<file path="config.mk">
export PLATFORM = sky130hd
export DESIGN_NAME = clock_time_keeper
export DESIGN_NICKNAME = d
export VERILOG_FILES = /design/src/rtl/clock_time_keeper.sv
export SDC_FILE = /design/constraint.sdc
export NUM_CORES = 1
export LEC_CHECK = 0
export ABC_CLOCK_PERIOD_IN_PS = 6000
export BUFFER_PORTS_ARGS = -buffer_cell sky130_fd_sc_hd__buf_2
export CAP_MARGIN = 30
export CORE_AREA = 2 2 87 89
export CTS_CLUSTER_DIAMETER = 100
export DETAILED_ROUTE_END_ITERATION = 10
export DIE_AREA = 0 0 89 91
export PLACE_DENSITY = 0.8
export RECOVER_POWER = 50
export SYNTH_ARGS = -nofsm -noshare
export SYNTH_HDL_FRONTEND = slang
export SYNTH_SLANG_ARGS = --single-unit
</file>
<file path="constraint.sdc">
create_clock -name clk100khz -period 6 [get_ports clk100khz]
set_input_delay 1.2 -clock clk100khz [delete_from_list [all_inputs] [get_ports clk100khz]]
set_output_delay 1.2 -clock clk100khz [all_outputs]
set_load 0.1 [all_outputs]
</file>
<file path="src/rtl/clock_time_keeper.sv">
// Time-of-day core: 1 Hz prescaler, BCD hh:mm:ss counter, two debounced
// front-panel buttons and the NORMAL/SET_SEC/SET_MIN/SET_HOUR mode machine.
module clock_time_keeper #(
  parameter int TICK_CYCLES     = 100000,
  parameter int DEBOUNCE_CYCLES = 2000
) (
  input  logic       clk100khz,
  input  logic       rst,
  input  logic       btn_mode,
  input  logic       btn_inc,
  output logic [3:0] digits [6],
  output logic [1:0] mode_flag
);

  typedef enum logic [1:0] {
    NORMAL   = 2'd0,
    SET_SEC  = 2'd1,
    SET_MIN  = 2'd2,
    SET_HOUR = 2'd3
  } mode_t;

  localparam int PRE_W = $clog2(TICK_CYCLES + 1);
  localparam int DB_W  = $clog2(DEBOUNCE_CYCLES + 1);

  mode_t            mode;
  logic [PRE_W-1:0] pre;
  logic [1:0]       btn_raw;
  logic [1:0]       sync1, sync2, stable, stable_q, press;
  logic [DB_W-1:0]  db_cnt [2];
  logic             mode_press, inc_press, tick;
  logic             sec_wrap, min_wrap;
  logic [7:0]       sec_next, min_next, hour_next;

  // 59 -> 00 for a two-digit BCD pair whose tens digit tops out at 5.
  function automatic logic [7:0] inc_sixty(input logic [3:0] t, input logic [3:0] u);
    if (t == 4'd5 && u == 4'd9) return 8'h00;
    else if (u == 4'd9)         return {t + 4'd1, 4'd0};
    else                        return {t, u + 4'd1};
  endfunction

  function automatic logic [7:0] inc_hour(input logic [3:0] t, input logic [3:0] u);
    if (t == 4'd2 && u == 4'd3) return 8'h00;
    else if (u == 4'd9)         return {t + 4'd1, 4'd0};
    else                        return {t, u + 4'd1};
  endfunction

  assign btn_raw    = {btn_inc, btn_mode};
  assign mode_press = press[0];
  assign inc_press  = press[1];
  assign mode_flag  = mode;

  // A mode press on the terminal count swallows that tick.
  assign tick = (mode == NORMAL) && (pre == PRE_W'(TICK_CYCLES - 1)) && !mode_press;

  always_comb begin
    sec_next  = inc_sixty(digits[4], digits[5]);
    min_next  = inc_sixty(digits[2], digits[3]);
    hour_next = inc_hour(digits[0], digits[1]);
    sec_wrap  = (digits[4] == 4'd5) && (digits[5] == 4'd9);
    min_wrap  = (digits[2] == 4'd5) && (digits[3] == 4'd9);
  end

  always_ff @(posedge clk100khz or posedge rst) begin
    if (rst) begin
      sync1    <= '0;
      sync2    <= '0;
      stable   <= '0;
      stable_q <= '0;
      press    <= '0;
      for (int i = 0; i < 2; i++) db_cnt[i] <= '0;
    end else begin
      sync1    <= btn_raw;
      sync2    <= sync1;
      stable_q <= stable;
      press    <= stable & ~stable_q;
      for (int i = 0; i < 2; i++) begin
        if (sync2[i] != stable[i]) begin
          if (db_cnt[i] == DB_W'(DEBOUNCE_CYCLES - 1)) begin
            stable[i] <= ~stable[i];
            db_cnt[i] <= '0;
          end else begin
            db_cnt[i] <= db_cnt[i] + 1'b1;
          end
        end else begin
          db_cnt[i] <= '0;
        end
      end
    end
  end

  always_ff @(posedge clk100khz or posedge rst) begin
    if (rst) begin
      mode <= NORMAL;
      pre  <= '0;
      for (int i = 0; i < 6; i++) digits[i] <= '0;
    end else begin
      if (mode_press) begin
        pre <= '0;
        case (mode)
          NORMAL:   mode <= SET_SEC;
          SET_SEC:  mode <= SET_MIN;
          SET_MIN:  mode <= SET_HOUR;
          SET_HOUR: mode <= NORMAL;
        endcase
      end else if (mode == NORMAL) begin
        pre <= (pre == PRE_W'(TICK_CYCLES - 1)) ? '0 : pre + 1'b1;
      end else begin
        pre <= '0;
      end

      if (tick) begin
        digits[4] <= sec_next[7:4];
        digits[5] <= sec_next[3:0];
        if (sec_wrap) begin
          digits[2] <= min_next[7:4];
          digits[3] <= min_next[3:0];
          if (min_wrap) begin
            digits[0] <= hour_next[7:4];
            digits[1] <= hour_next[3:0];
          end
        end
      end else if (inc_press && !mode_press) begin
        case (mode)
          SET_SEC: begin
            digits[4] <= sec_next[7:4];
            digits[5] <= sec_next[3:0];
          end
          SET_MIN: begin
            digits[2] <= min_next[7:4];
            digits[3] <= min_next[3:0];
          end
          SET_HOUR: begin
            digits[0] <= hour_next[7:4];
            digits[1] <= hour_next[3:0];
          end
          default: ;
        endcase
      end
    end
  end

endmodule

</file>
==> impl_metrics.ini <==
[critical_path]
cpPeakStageDelay_ns = 0.47
start_kind = flip-flop
crit_cells = 1
cp_cell_sequence = buf_2
crit_slowest_cell = buf_2
crit_family = buffers and inverters
cp.arrival_ns = 1.27
cp-end-kind = output pin
path_class = reg -> out
path_max_fanout = 7
cp.required_ns = 4.80
crit_buf_inv = 1
reg2regPathDepth = 6

[power_and_ir_drop]
peakVddDrop_uv = 168.3
p_comb_frac = 0.022
p_clk_frac = 0.413
p_leak_uw = 0.002058
pwr-share-seq = 0.565
switchingPower_uw = 203.9
intPower_uw = 705.2
swShare = 0.2243
power_density_nw_per_um2 = 214.5

[floorplanning]
dieArea_um2 = 8099
fp.coreArea_um2 = 7137
initial_core_util = 0.5331
io_pins = 30
die_y_um = 91
std_cell_rows = 31
die_x_um = 89

[clocking]
clk_pin_slew_worst_paths_ns = 0.08
cts_tree = built
root_buffer = clkbuf_8
hold_buffers = 0
cts.sinks = 75
clock_latency_ns = 0.35
cts_buffers = 9
htreeDepth = 3
post_cts_buffers = 0
cts-resized-gates = 0
clock_path_buffers = 2

[detailed_routing]
vias = 2663
drc = 0
ant_nets = 0
drt_iter0_drc = 104
routed_wl_um = 6629
avgViaCountPerCell = 5.315
dr.pass1.iters = 4
avgRoutedWirePerCell_um = 13.23

[timing]
skew_ns = 0.005516
rsz0062_at_grt = false
post-route-period-util = 0.4124
fmax_mhz = 404.2
tightest_slew_ns = 0.9220
slew_headroom = 0.3853
fin_hold_ws_ns = 0.3546
finalCriticalPeriod_ns = 2.474
finalSetupTns_ns = 0
maxSlewViolCount = 0
finalHoldViolations = 0
setup_viol = 0

[placement]
dpl.hpwl_um = 4565
place_area_um2 = 4048
numPortBuffers = 29
routabilityCongestion = 0.8079

[grt]
grt_pass1_wl_um = 11410
antenna_found_initial = 0
track_usage = 0.1779
grt_pass1_vias = 2533
overflow = 0
grt_max_degree = 76

[logic_synthesis]
synth_fp_nets = 385
syn_area_um2 = 3805
synth-seq-cells = 75
synth_edf_count = 0
netlist_instances = 361
ys.flop_type = dfrtp_1
syn_area_per_cell_um2 = 10.54
synth.yosys.seq_area_share = 0.4933
yosys_warnings = 0
synth-async-reset-ratio = 1.000
synth_cell_types = 51

[layout]
fin_nets = 421
insertedDiodeCount = 0
drive_above_1_share = 0.1841
syn_to_final_growth_pct = 11.38
final_util = 0.5938
final_cell_area_um2 = 4238

[flow_run]
cap_violations = 0

[run_status]
outcome = finished clean

[worst_hold_path]
hold_depth = 0
holdCritPathClass = reg -> reg
[final cells by class]
class	count	area (µm²)
clock inverter	7	68.82
timing repair buffer	32	167.7
sequential	75	1877
tap	99	123.9
fill	621	2899
multi-input combinational	266	1828
clock buffer	9	123.9
inverter	13	48.80
[power groups by stage]
| stage | clock network (µW) | logic, µW | registers [µW] |
|---|---|---|---|
| global placement | 0 | 19.6 | 523 |
| detailed placement | 0 | 21.1 | 523 |
| CTS | 390 | 21.3 | 513 |
| global route | 409 | 24.8 | 514 |
| floorplan | 0 | 14.7 | 522 |
| finish | 376 | 20.3 | 513 |
[kinds of logic after synthesis]
family,count (synthesis),synth area share
buffers and inverters,20,0.02565
multiplexers,11,0.03453
AND/OR/NAND/NOR,159,0.2266
AO/OA/AOI/OAI,40,0.07136
flip-flops,75,0.4933
XOR/XNOR,36,0.08287
adder cells (fa/ha/maj),20,0.06577
[placed cells by master, fill, tap and decap left out, types with 10 or more instances in the layout]
cell     synthesis  routed
dfrtp_1         75      75
nor2_1          58      58
buf_2            0      29
nand3_1         25      25
ha_1            20      20
xor2_1          19      19
xnor2_1         17      17
nand2_1         15      15
o21ai_0         15      15
inv_1           13      13
and3_1          10      10
[cells in the mapped netlist, types with 2 or more instances]
library cell	instances	area, µm²
clkbuf_1	4	15.01
a21oi_1	6	30.03
and3_2	2	15.01
ha_1	20	250.2
nand3_1	25	125.1
nor2_1	58	217.7
o31ai_1	3	22.52
o22ai_1	2	12.51
a21o_1	2	15.01
a221o_1	2	20.02
o21ai_0	15	75.07
nor3_1	3	15.01
inv_1	13	48.80
and4_1	3	26.28
nand2_1	15	56.30
xnor2_1	17	148.9
nand4_1	7	43.79
nor3b_1	3	22.52
a22o_2	2	20.02
nor4_1	2	12.51
xor2_1	19	166.4
nand3b_1	3	22.52
nor2b_1	9	56.30
and3_1	10	62.56
and3b_1	4	35.03
dfrtp_1	75	1877
mux2_4	2	30.03
buf_6	3	33.78
mux2_2	9	101.4
and2b_2	2	17.52
[state kept, by name (all words and copies together), names as in the netlist]
signal and flops:
pre 17, sync1 2, mode_flag 2, sync2 2, stable_q 2, press 2
digits 24, db_cnt 22, stable 2
[final timing paths]
| check | from | end | slack [ns] |
|---|---|---|---|
| worst max-delay path | digits[8]$_DFFE_PP0P_ | digits[8] | 3.53 |
| worst min-delay path | sync1[0]$_DFF_PP0_ | sync2[0]$_DFF_PP0_ | 0.35 |
| worst max register to register | pre[0]$_DFF_PP0_ | digits[22]$_DFFE_PP0P_ | 3.79 |
| worst min register to register | sync1[0]$_DFF_PP0_ | sync2[0]$_DFF_PP0_ | 0.35 |
| max in group asynchronous | rst | digits[0]$_DFFE_PP0P_ | 4.28 |
| min in group asynchronous | rst | sync2[0]$_DFF_PP0_ | 1.14 |
[through the flow]
step	std cells	power, µW	worst slack (ns)
after floorplan	361	537.1	2.890
after global placement	483	542.5	3.855
after detailed placement	485	544.3	3.831
after CTS	501	924.8	3.513
after global routing	501	947.7	3.458
final	501	909.1	3.526
[layer usage]
metal / routed length, µm / global-route usage / share of wire / vias to the layer above
li1: - / - / - / 1315
met1: 3073 / 0.2283 / 0.46 / 1306
met2: 3205 / 0.2823 / 0.48 / 36
met3: 284 / 0.06364 / 0.043 / 6
met4: 66 / 0.05224 / 0.010 / 0
met5: 0 / 0 / 0 / -
(Power assumes the default switching activity.)
